<file path="src/rtl/i2s_sample_fifo.sv">
// Stereo sample FIFO behind the I2S receiver: captures {left,right} on the strobe's
// trailing edge, buffers DEPTH pairs, and presents them first-word-fall-through.

module i2s_fifo_lane #(
  parameter int WIDTH = 16,
  parameter int DEPTH = 16,
  parameter int AW    = 4
) (
  input  logic             clk,
  input  logic             we,
  input  logic [AW-1:0]    waddr,
  input  logic [WIDTH-1:0] wdata,
  input  logic [AW-1:0]    raddr,
  output logic [WIDTH-1:0] rdata
);
  logic [WIDTH-1:0] mem [DEPTH];

  always_ff @(posedge clk)
    if (we) mem[waddr] <= wdata;

  assign rdata = mem[raddr];
endmodule

module i2s_sample_fifo #(
  parameter int WIDTH = 16,
  parameter int DEPTH = 16,
  localparam int AW   = $clog2(DEPTH)
) (
  input  logic             clk,
  input  logic             rst,
  input  logic [WIDTH-1:0] left_in,
  input  logic [WIDTH-1:0] right_in,
  input  logic             sample_stb,
  output logic             m_valid,
  input  logic             m_ready,
  output logic [WIDTH-1:0] m_left,
  output logic [WIDTH-1:0] m_right,
  output logic [AW:0]      level,
  output logic             overflow,
  output logic [15:0]      drop_count,
  input  logic             clear_ovf
);
  localparam int NUM_LANES = 2;
  localparam logic [AW:0] FULL_LVL = (AW+1)'(DEPTH);

  logic                            stb_d;
  logic                            cap, push, pop, full, empty, drop;
  logic [AW-1:0]                   wr_ptr, rd_ptr;
  logic [NUM_LANES-1:0][WIDTH-1:0] wr_data, rd_data;

  // Right word only settles at the trailing edge, so capture on the fall.
  assign cap   = stb_d & ~sample_stb;
  assign full  = (level == FULL_LVL);
  assign empty = (level == '0);
  assign pop   = m_valid & m_ready;
  assign push  = cap & (~full | pop);
  assign drop  = cap & full & ~pop;

  assign wr_data[0] = left_in;
  assign wr_data[1] = right_in;

  genvar g;
  generate
    for (g = 0; g < NUM_LANES; g++) begin : g_lane
      i2s_fifo_lane #(.WIDTH(WIDTH), .DEPTH(DEPTH), .AW(AW)) u_lane (
        .clk   (clk),
        .we    (push),
        .waddr (wr_ptr),
        .wdata (wr_data[g]),
        .raddr (rd_ptr),
        .rdata (rd_data[g])
      );
    end
  endgenerate

  always_ff @(posedge clk) begin
    if (rst) begin
      stb_d  <= 1'b0;
      wr_ptr <= '0;
      rd_ptr <= '0;
      level  <= '0;
    end else begin
      stb_d <= sample_stb;
      if (push) wr_ptr <= wr_ptr + 1'b1;
      if (pop)  rd_ptr <= rd_ptr + 1'b1;
      case ({push, pop})
        2'b10:   level <= level + 1'b1;
        2'b01:   level <= level - 1'b1;
        default: level <= level;
      endcase
    end
  end

  // A drop in the same cycle as clear_ovf must remain visible.
  always_ff @(posedge clk) begin
    if (rst) begin
      overflow   <= 1'b0;
      drop_count <= '0;
    end else if (drop) begin
      overflow   <= 1'b1;
      if (clear_ovf)                  drop_count <= 16'd1;
      else if (drop_count != 16'hFFFF) drop_count <= drop_count + 16'd1;
    end else if (clear_ovf) begin
      overflow   <= 1'b0;
      drop_count <= '0;
    end
  end

  // Outputs depend only on registered state; m_ready never reaches them.
  assign m_valid = ~empty;
  assign m_left  = m_valid ? rd_data[0] : '0;
  assign m_right = m_valid ? rd_data[1] : '0;
endmodule

</file>
<file path="config.mk">
export PLATFORM = sky130hd
export DESIGN_NAME = i2s_sample_fifo
export DESIGN_NICKNAME = d
export VERILOG_FILES = /design/src/rtl/i2s_sample_fifo.sv
export SDC_FILE = /design/constraint.sdc
export NUM_CORES = 1
export LEC_CHECK = 0
export CAP_MARGIN = 20
export CELL_PAD_IN_SITES_DETAIL_PLACEMENT = 0
export CELL_PAD_IN_SITES_GLOBAL_PLACEMENT = 1
export CORE_MARGIN = 2
export CORE_UTILIZATION = 35
export DETAILED_ROUTE_END_ITERATION = 16
export PLACE_DENSITY_LB_ADDON = 0.1
export SYNTH_ARGS = -nofsm -noshare
export SYNTH_HDL_FRONTEND = slang
export SYNTH_HIERARCHICAL = 1
export SYNTH_SLANG_ARGS = --single-unit
</file>
<file path="constraint.sdc">
create_clock -name clk -period 8.78 [get_ports clk]
set_input_delay 2.634 -clock clk [delete_from_list [all_inputs] [get_ports clk]]
set_output_delay 2.634 -clock clk [all_outputs]
set_load 0.005 [all_outputs]
</file>
After elaboration in Yosys (flattened, before gate mapping)
Memory sizes are Yosys's and may differ from the RTL's. A register that Yosys moved wholly into a read port is not among the register bits.
Cells that the tools add are included.
{ "word_totals": {"ff_bits": 31, "mem_bits_rw": 512, "elab_cells": 47, "n_memories": 2} }
{ "mem_list": {"columns": ["memory", "depth", "word_bits", "read_ports", "rd_clocked_by_memory_dff", "wr", "line", "source"], "rows": [
  ["g_lane[0].u_lane.mem", 16, 16, 1, 1, 1, "16", "logic [WIDTH-1:0] mem [DEPTH];"],
  ["g_lane[1].u_lane.mem", 16, 16, 1, 1, 1, "16", null]
]} }
{ "classes": {"n_addsub": 5, "eq_ne": 4, "muxes": 15, "bitwise_logic": 10, "reduce_logical": 5} }
{ "op_table": {"columns": ["operator", "count"], "rows": [
  ["$mux W16", 6],
  ["$add A16 B1 Y16 const B", 1],
  ["$mux W4", 4],
  ["$ne A16 B16 Y1 const B", 1],
  ["$pmux W5 S2", 1],
  ["$add A4 B1 Y4 const B", 2],
  ["$reduce_bool A2 Y1", 3],
  ["$add A5 B1 Y5 const B", 1],
  ["$and A1 B1 Y1", 5],
  ["$eq A5 B5 Y1 const B", 1],
  ["$logic_not A5 Y1", 1],
  ["$sub A5 B1 Y5 const B", 1],
  ["$mux W1", 4],
  ["$not A1 Y1", 4],
  ["$eq A2 B1 Y1 const B", 1],
  ["$eq A2 B2 Y1 const B", 1],
  ["$reduce_and A2 Y1", 1],
  ["$or A1 B1 Y1", 1]
]} }

Logic depth before layout (Yosys ltp)
Gate-level depths: netlist of run 1.
{ "logic_depth": {"ltp_word": 7, "mapped_depth": 10, "mapped_depth_nobuf": 9} }

Modules after synthesis
The synthesis of run 1 kept the hierarchy.
{ "by_module_without_submodules": {"columns": ["module", "n_inst", "cells_per_inst", "area_each_um2", "seq_area_each_um2"], "rows": [
  ["i2s_fifo_lane", 2, 416, 9723.1, 7687.4],
  ["i2s_sample_fifo", 1, 216, 1788.0, 620.6]
]} }

Worst setup path before layout of run 1
OpenSTA, ideal clock, no wires.
{ "synth_timing": {"path_type": "input to register", "start": "input sample_stb", "end": "memory g_lane[0].u_lane.mem[0][0] (enable)", "setup_ns": 0.409, "arrival_time_ns": 5.044, "t_required_ns": 8.371, "path_slack_ns": 3.327, "path_stages": 4, "path_buffers": 0, "cell_sequence": "nand2b_1 > a31oi_1 > or3b_2 > nor3_1"} }
{ "synth_via": {"elab_chain_cells": 5} }
{ "synth_rtl": {"columns": ["element", "line", "source"], "rows": [
  ["start, declared", "33", "input logic sample_stb,"],
  ["$not A1 Y1", "52", "assign cap = stb_d & ~sample_stb;"],
  ["$and A1 B1 Y1", "52", null],
  ["$and A1 B1 Y1", "56", "assign push = cap & (~full | pop);"],
  ["net push", "47", "logic cap, push, pop, full, empty, drop;"],
  ["$mux W1", "19", "if (we) mem[waddr] <= wdata;"],
  ["$mux W1 (not written as such)", "19", null],
  ["end, declared", "16", null]
]} }
The timed path passes the listed nets, and every way through them passes these cells.

==> results of run 1 <==
sequential cells by signal, indices dropped and copies added, names as in the netlist:
name,count
rd_ptr,4
wr_ptr,4
level,5
drop_count,16
g_lane.u_lane/mem,512
stb_d,1
overflow,1
critical path: cells and delay by family, from the launching register on:
family / cells / cell delay [ns]
multiplexers: 1 / 0.56
AO/OA/AOI/OAI: 1 / 0.25
buffers and inverters: 2 / 0.96
flip-flops: 1 / 0.81
AND/OR/NAND/NOR: 2 / 0.30
cell type report:
class                           count  area, sq um  area share
Sequential cell                   543        16000       0.635
Multi-Input combinational cell    447         5090       0.202
Clock buffer                       69         1490      0.0592
Timing Repair Buffer              129         1220      0.0485
Tap cell                          782          978      0.0388
Clock inverter                     41          392      0.0155
Inverter                            6         22.5    0.000894
Antenna cell                        1         2.50   0.0000993
kinds of logic (layout without fill, tap and decap cells):
family                     Yosys count  count (layout)
other                                0               1
adders and majority gates            5               5
buffers and inverters               58             245
AOI/OAI and AO/OA                   97              97
muxes                              133             133
and+or+nand+nor                    195             195
DFF                                543             543
xor gates and xnor gates            17              17
per-stage QoR:
stage	hold slack [ns]	power [uW]	cell area, sq um
after global placement	0.459	4420	23300
after detailed placement	0.477	4420	23300
after global routing	0.523	7040	25200
after CTS	0.485	6860	25200
final	0.479	6740	25200
after floorplan	0.466	3840	21200
power by group:
part           switching, uW  internal, uW  total (uW)
Sequential              93.0          2860        2950
Combinational            609           767        1380
Clock                   1020          1390        2410
cells in the final DEF, fill, tap and decap left out, drive strengths merged, types with 5 or more instances in the layout:
cell / synthesis / layout
nor2: 50 / 50
clkbuf: 26 / 69
clkinv: 0 / 30
nor2b: 7 / 7
a21oi: 9 / 9
mux2i: 5 / 5
edfxtp: 512 / 512
dfxtp: 31 / 31
and2: 34 / 34
nand3: 16 / 16
nand2b: 6 / 6
mux4: 128 / 128
buf: 26 / 38
nand2: 43 / 43
inv: 6 / 9
xor2: 6 / 6
a22oi: 64 / 64
a211oi: 5 / 5
bufinv: 0 / 6
xnor2: 11 / 11
ha: 5 / 5
clkdlybuf4s50: 0 / 91
nor3: 10 / 10
per-layer routing:
metal  vias to the layer above  track usage  routed length, um
met5                         -            0                 16
met4                         2       0.0452               1030
met3                        61       0.0280               2060
met1                      5702        0.236              24300
met2                       191        0.276              25500
li1                       4624            -                  -
how the worst max path moves through the flow:
stage          startpoint                    endpoint  slack [ns]  depth (start not counted)
6_report        rd_ptr[0]                  m_left[10]        2.58                          6
2_1_floorplan  sample_stb  g_lane[0].u_lane/mem[0][0]        3.33                          4
5_1_grt         rd_ptr[0]                  m_left[10]        2.31                          6
4_1_cts         rd_ptr[0]                  m_left[10]        2.44                          6
3_3_place_gp    rd_ptr[0]                  m_left[10]        3.10                          6
3_5_place_dp    rd_ptr[0]                  m_left[10]        3.10                          6
==> out/qor.txt, run 1 <==
Status - finished, final reports clean
Slew @ Worst Pin - 1.07 ns
Worst Hold Class - flop to flop
I/O Pins - 92
CTS H-tree depth - 2
Residual DRC - 0
XOR/XNOR Fraction of Synth Area - 0.00701
Post-synthesis mux area share - 0.142
Worst r2r src - level[2]
Ranking of synthesized cells by area - edfxtp_1, mux4_2, dfxtp_1, mux4_1, a22oi_1
Combinational family with the most area after synthesis - multiplexers
R2R cell count - 6
CP Capture Type - output pin
Clock slew at reported path FFs - 0.06 ns
Hold Violations, Final - 0
Number of DRC markers in iteration 0 - 731
Max Clock Skew - 0.0263 ns
Leakage Power - 0.00776 uW
Setup TNS - 0 ns
Share of post-route cells with drive strength above 1 - 0.224
Slowest CP cell - dfxtp_4
Global-route wire length before repair - 76800 um
Min-Delay Endpoint - overflow
Final nets - 1227
Std-Cell Rows - 90
Mapped Area - 0.0212 sq mm
Syn Nets - 1090
Cell count after synthesis - 1048
Syn avg cell area - 20.3 sq um
Final-report max-slew violation count - 0
Post-synth EDFFs - 512
Max-cap violation count - 0
DR WL/cell - 26.2 um
Layout Area Growth over Synthesis - 18.7%
Sequential area share after synthesis - 0.753
Die Ht - 250 um
Finished Core Util - 0.419
Unrepaired setup endpoints after global routing - false
Post-DP HPWL - 28100 um
# resized after CTS - 0
Post-cts hold buffer count - 0
Vias per std cell - 5.24
Clk buf depth - 3
Detailed Route WL - 52900 um
Synth Area in Adders - 0.00295
Placed Cells - 1907
Placer congestion estimate - 0.699
Core Area - 0.0601 sq mm
Reg2Reg Setup Slack - 5.87 ns
Critical path class - flop to output pin
Critical Path RT - 6.15 ns
Critical Path, Cell by Cell - buf_12 -> mux4_2 -> a22oi_1 -> nand2_1 -> and2_1 -> clkdlybuf4s50_1
Top_reg_cell synth - edfxtp_1
Setup violations, final - 0
Clk root buf - clkbuf_16
Final Cycle Share - 0.706
Gr ovfl total - 0
Worst rel slew slack - 0.283
Hold path cells - 2
Die Area - 0.0627 sq mm
Compound-Gate Fraction of Synth Area - 0.0337
Cell taking the most area after synthesis - edfxtp_1
CP startpoint kind - flop
Power per Cell Area - 267 mW/mm^2
Max Freq - 0.161 GHz
Pre-CTS setup slack - 3.10 ns
Largest net degree at the start of global routing - 85
Data arrival, critical path - 3.57 ns
Final setup margin - 2.58 ns
Via Count - 10600
Hold path startpoint - overflow
Initial Util - 0.353
Largest stage delay, worst path - 0.81 ns
Worst skew pair latency - 0.62 ns
Clock sink count - 543
Vias in the first global route - 11000
Initial antenna violation count - 2
Worst Path Max Fanout - 59
Post-Layout Cell Count - 2018
Tmin final - 6.20 ns
Synth cell count leaders - edfxtp_1, mux4_2, a22oi_1
Simple-Gate Fraction of Synth Area - 0.0469
Count leader, synth - edfxtp_1
YS warnings - 6
Yosys cell types - 49
Initial DRT Pass Iterations - 4
TritonCTS Buffers - 58
Ys async rst share - 0
CTS tree - built
Post-synth top area share - 0.724
#FFs+latches synth - 543
Worst r2r dst - g_lane[1].u_lane/mem[8][1]
I/O Buffers - 91
Setup repair bufs after CTS - 0
Fillcell total - 5361
Post-DRT Antenna Nets - 0
Floorplan die width - 250 um
GRT Util Overall - 0.169
VDD IR max - 0.000199 V
(Power assumes the default switching activity.)
==> run 2, diff against run 1 <==
- clock period: 8.78 -> 5.3 ns (I/O delays scaled with it)
==> run 2 against run 1 <==
  * Total power is 65% higher
  * Combinational power is 74% higher
  * Utilization is 0.32 points higher
  * Critical path type unchanged
  * Die area stayed put
  * Critical path depth stayed put
  * First-iteration DRC count is 7.7% higher
  * Highest routed layer unchanged
==> out/qor.txt, run 2 (synthesis results as in run 1) <==
CTS tree - built
Number of DRC markers in iteration 0 - 787 (+7.7%)
Largest net degree at the start of global routing - 44 (-48%)
TritonCTS Buffers - 58 (unchanged)
Clock sink count - 543 (unchanged)
Post-DP HPWL - 30400 um (+8.1%)
Initial antenna violation count - 1 (-1)
Clock slew at reported path FFs - 0.06 ns (about the same)
# resized after CTS - 0 (unchanged)
Hold path cells - 2 (unchanged)
Worst rel slew slack - 0.333 (+0.0507)
Gr ovfl total - 0 (unchanged)
Max Freq - 0.206 GHz
Post-Layout Cell Count - 2047 (+1.4%)
Std-Cell Rows - 90 (unchanged)
Hold Violations, Final - 0 (unchanged)
Floorplan die width - 250 um (unchanged)
Switch share - 0.256 (+0.000587)
Post-cts hold buffer count - 0 (unchanged)
Reg2Reg Setup Slack - 2.82 ns (-3.05 ns)
Core Area - 0.0601 sq mm (unchanged)
NetSw - 2850 uW (+66%)
Via Count - 10700 (+0.90%)
Worst skew pair latency - 0.63 ns (about the same)
Placed Cells - 1938 (+1.6%)
Hold path startpoint - overflow
Share of post-route cells with drive strength above 1 - 0.245 (+0.0208)
Fillcell total - 5356 (-0.093%)
Slew @ Worst Pin - 0.999 ns (-0.0713 ns)
Setup repair bufs after CTS - 0 (unchanged)
CP startpoint kind - flop
Max-cap violation count - 0 (unchanged)
CP Capture Type - output pin
Layout Area Growth over Synthesis - 19.6%
Die Ht - 250 um (unchanged)
Combinational share of power - 0.216 (+0.012)
Power per Cell Area - 439 mW/mm^2 (+64%)
Slowest CP cell - mux4_2
I/O Buffers - 91 (unchanged)
Vias in the first global route - 10900 (-1.2%)
Total inserted antenna cells - 0 (-1)
VDD IR max - 0.000265 V (+33%)
CTS H-tree depth - 2 (unchanged)
Clk buf depth - 3 (unchanged)
Tmin final - 4.84 ns
Worst r2r dst - g_lane[0].u_lane/mem[0][8]
Most common cell after layout, fill and taps aside - edfxtp_1
Setup TNS - 0 ns (unchanged)
Seq pwr share - 0.434 (-0.004)
Largest register by flop count - g_lane.u_lane/mem
Final nets - 1258 (+2.5%)
Max reg flops - 512 (unchanged)
Buf+Inv Stages, Crit Path - 2 (unchanged)
Pre-CTS setup slack - 1.03 ns (-2.07 ns)
Initial DRT Pass Iterations - 5 (+1)
Final-report max-slew violation count - 0 (unchanged)
Worst Path Max Fanout - 25 (-58%)
Critical Path, Cell by Cell - buf_4 -> mux4_2 -> a22oi_1 -> nand2_1 -> and2_1 -> clkdlybuf4s50_1
R2R cell count - 6 (unchanged)
Critical Path RT - 3.71 ns (-2.44 ns)
Detailed Route WL - 52300 um (-1.1%)
Unrepaired setup endpoints after global routing - false
Die Area - 0.0627 sq mm (unchanged)
Critical path class - flop to output pin
Largest stage delay, worst path - 0.56 ns (-0.25 ns)
Status - finished, final reports clean
Data arrival, critical path - 3.25 ns (-0.32 ns)
Final Cycle Share - 0.914
Final setup margin - 0.456 ns (-2.12 ns)
Most frequent cells in the layout - edfxtp_1, mux4_2, clkdlybuf4s50_1
Cell family with most CP delay - buffers and inverters
Worst r2r src - level[1]
I/O Pins - 92 (unchanged)
Vias per std cell - 5.21 (-0.53%)
Leakage Power - 0.00792 uW (+2.0%)
P_int - 8290 uW (+65%)
Clk root buf - clkbuf_16
Top Registers - g_lane.u_lane/mem: 512 flops, drop_count: 16 flops, level: 5 flops
GRT Util Overall - 0.168 (-0.000954)
Global-route wire length before repair - 76400 um (-0.53%)
Residual DRC - 0 (unchanged)
Setup violations, final - 0 (unchanged)
Clk pwr share - 0.351 (-0.007)
Initial Util - 0.353 (unchanged)
DR WL/cell - 25.6 um (-2.5%)
Min-Delay Endpoint - overflow
Post-DRT Antenna Nets - 0 (unchanged)
Finished Core Util - 0.422 (+0.00318)
Worst Hold Class - flop to flop
Placer congestion estimate - 0.712 (+1.8%)
Max Clock Skew - 0.0313 ns (+0.00499 ns)
-- run 2: changes by cell type in the layout (fill, tap and decap cells not counted), sizes merged --
cell	change
clkinv	-3
bufinv	-2
clkinvlp	+1
diode	-1
buf	+31
clkbuf	+3
-- run 2: final cells by class --
type,instances,area (sq um),share of cell area
Tap cell,782,978,0.0385
Sequential cell,543,16000,0.630
Multi-Input combinational cell,447,5050,0.199
Inverter,6,22.5,0.000887
Clock buffer,72,1500,0.0592
Timing Repair Buffer,160,1500,0.0592
Clock inverter,37,332,0.0131
-- run 2: worst max-delay path by stage --
stage / cells past startpoint / slack [ns] / start / end
after floorplan: 4 / 0.89 / sample_stb / g_lane[0].u_lane/mem[0][0]
after global placement: 6 / 1.03 / rd_ptr[0] / m_right[12]
after detailed placement: 6 / 1.03 / rd_ptr[0] / m_right[11]
after CTS: 6 / 0.35 / rd_ptr[0] / m_right[11]
after global routing: 6 / 0.22 / rd_ptr[0] / m_right[11]
final: 6 / 0.46 / rd_ptr[0] / m_right[12]
-- run 2: through the flow --
stage	instance area, sq um	power, uW	hold slack (ns)
after global placement	23600	7390	0.461
after global routing	25400	11600	0.500
final	25400	11100	0.485
after detailed placement	23600	7390	0.482
after CTS	25400	11300	0.491
after floorplan	21200	6360	0.466
-- run 2: worst register-to-register path: stages (launching register included) --
cell	delay (ns)
dfxtp_1	0.55
nor4_4	0.12
a31oi_1	0.22
buf_4	0.23
or3b_2	0.55
nor3_2	0.12
buf_4	0.36
-- run 2: routing by layer --
layer  vias up  track usage  routed length (um)
met1      5701        0.248               24700
met5         -            0                  13
met3        62       0.0248                2180
met2       228        0.264               24600
li1       4682            -                   -
met4         2       0.0393                 840
-- run 2: power by group through the flow --
stage / logic [uW] / clock network, uW / registers (uW)
floorplan: 1510 / 0 / 4850
global placement: 2460 / 0 / 4930
detailed placement: 2460 / 0 / 4930
CTS: 2480 / 4010 / 4840
global route: 2610 / 4190 / 4840
finish: 2400 / 3910 / 4830
==> run 3, diff against run 2 <==
- CAP_MARGIN: 20 -> default
- REMOVE_ABC_BUFFERS: default -> 1
==> run 3 against run 2 <==
  * Total power is 2.3% lower
  * Design area hardly changed
  * Die area stayed put
  * Largest cell class unchanged
==> out/qor.txt, run 3 (synthesis results as in run 1) <==
Critical Path RT - 3.71 ns (about the same)
Layout Area Growth over Synthesis - 19.5% (about the same)
CTS tree - built
M2 GR Usage - 0.255 (-0.00881)
Max-cap violation count - 0 (unchanged)
Max reg flops - 512 (unchanged)
Setup repair bufs after CTS - 0 (unchanged)
Most common cell after layout, fill and taps aside - edfxtp_1
Leakage Power - 0.00787 uW (-0.63%)
CP Capture Type - output pin
Critical path class - flop to output pin
Share of post-route cells with drive strength above 1 - 0.233 (-0.0124)
Initial DRT Pass Iterations - 5 (unchanged)
Final-report max-slew violation count - 0 (unchanged)
Tmin final - 4.73 ns (-0.109 ns)
Std-Cell Rows - 90 (unchanged)
Critical Path, Cell by Cell - buf_12 -> buf_12 -> mux4_1 -> a22oi_1 -> nand2_1 -> and2_1 -> clkdlybuf4s50_1
GRT Util Overall - 0.162 (-0.00644)
CTS H-tree depth - 2 (unchanged)
Clk buf depth - 3 (unchanged)
I/O Pins - 92 (unchanged)
Max Clock Skew - 0.0276 ns (-0.00378 ns)
Largest register by flop count - g_lane.u_lane/mem
Clock sink count - 543 (unchanged)
Initial antenna violation count - 1 (unchanged)
Post-cts hold buffer count - 0 (unchanged)
Most frequent cells in the layout - edfxtp_1, mux4_2, clkdlybuf4s50_1
Largest stage delay, worst path - 0.56 ns (about the same)
Placed cell areas - 0.0237 sq mm (+0.46%)
Worst Path Max Fanout - 18 (-28%)
Final Cycle Share - 0.893 (-0.0205)
Post-route cell area - 0.0254 sq mm (about the same)
I/O Buffers - 91 (unchanged)
Largest net degree at the start of global routing - 36 (-18%)
Floorplan die width - 250 um (unchanged)
Cell family with most CP delay - buffers and inverters
Vias per std cell - 5.16 (-1.1%)
Met1 usage - 0.236 (-0.0124)
Die Ht - 250 um (unchanged)
Final nets - 1253 (-0.40%)
VDD IR max - 0.000257 V (-3.1%)
Clock slew at reported path FFs - 0.06 ns (about the same)
Worst Hold Class - flop to flop
Placed Cells - 1934 (-0.21%)
Initial Util - 0.353 (unchanged)
Slew @ Worst Pin - 0.932 ns (-0.0669 ns)
Worst path most repeated cell - buf_12
GRT met3 Usage - 0.0262 (+0.00135)
TritonCTS Buffers - 57 (-1.7%)
Placer congestion estimate - 0.721 (+1.2%)
Max Freq - 0.211 GHz (+2.3%)
Post-Layout Cell Count - 2038 (-0.44%)
Global route hottest layer - met2
Unrepaired setup endpoints after global routing - false
Detailed Route WL - 50100 um (-4.2%)
Clk root buf - clkbuf_16
Hold Violations, Final - 0 (unchanged)
Slowest CP cell - dfxtp_4
Post-DP HPWL - 29800 um (-1.9%)
# resized after CTS - 0 (unchanged)
Core Area - 0.0601 sq mm (unchanged)
Power per Cell Area - 429 mW/mm^2 (-2.3%)
Worst rel slew slack - 0.376 (+0.0431)
Buf+Inv Stages, Crit Path - 3 (+1)
Post-DRT Antenna Nets - 0 (unchanged)
Number of DRC markers in iteration 0 - 650 (-17%)
Via Count - 10500 (-1.5%)
Final setup margin - 0.565 ns (+0.109 ns)
DR WL/cell - 24.6 um (-3.8%)
Residual DRC - 0 (unchanged)
Global-route wire length before repair - 74400 um (-2.6%)
Top Registers - g_lane.u_lane/mem: 512 flops, drop_count: 16 flops, level: 5 flops
Gr ovfl total - 0 (unchanged)
Vias in the first global route - 11000 (+1.0%)
Status - finished, final reports clean
Die Area - 0.0627 sq mm (unchanged)
Pre-CTS setup slack - 0.980 ns (-0.0455 ns)
CP startpoint kind - flop
Data arrival, critical path - 3.14 ns (-0.11 ns)
Setup violations, final - 0 (unchanged)
Worst skew pair latency - 0.63 ns (about the same)
[run 3: cell type report]
cell class	instances	area, sq um
Antenna cell	1	2.50
Sequential cell	543	16000
Inverter	6	22.5
Clock buffer	73	1510
Timing Repair Buffer	156	1610
Clock inverter	30	205
Tap cell	782	978
Multi-Input combinational cell	447	5050
Fill cell	5329	34800
[run 3: metal layers]
metal  vias to the layer above  routed length, um
met5                         -                 13
met4                         2                765
met3                        64               1950
met2                       185              23400
met1                      5588              24000
li1                       4673                  -
[run 3: metrics by stage]
stage               power [uW]  hold slack, ns   util  setup TNS, ns
floorplan                 6450           0.460      -         -83.06
global placement          7340           0.463  0.394              0
detailed placement        7330           0.464  0.394              0
CTS                      11100           0.473  0.422              0
global route             11400           0.529  0.422              0
finish                   10900           0.473  0.422              0
[run 3: worst paths after layout]
kind	startpoint	end	slack, ns	cells after the start
max	rd_ptr[0]	m_left[11]	0.57	7
min	overflow	overflow	0.47	2
max reg2reg	level[1]	g_lane[1].u_lane/mem[1][3]	2.67	6
min reg2reg	overflow	overflow	0.47	2
[run 3: tightest hold or removal path, cell delays in order, from the launching register on]
cell and delay, ns:
dfxtp_1 0.31, nand2b_1 0.06, a21oi_1 0.06
[run 3: power by group]
group / total (uW) / internal, uW / switching, uW / leakage [uW]
combinational: 2330 / 1320 / 1020 / 0.00217
clock: 3710 / 2090 / 1620 / 0.000839
sequential: 4840 / 4730 / 104 / 0.00486
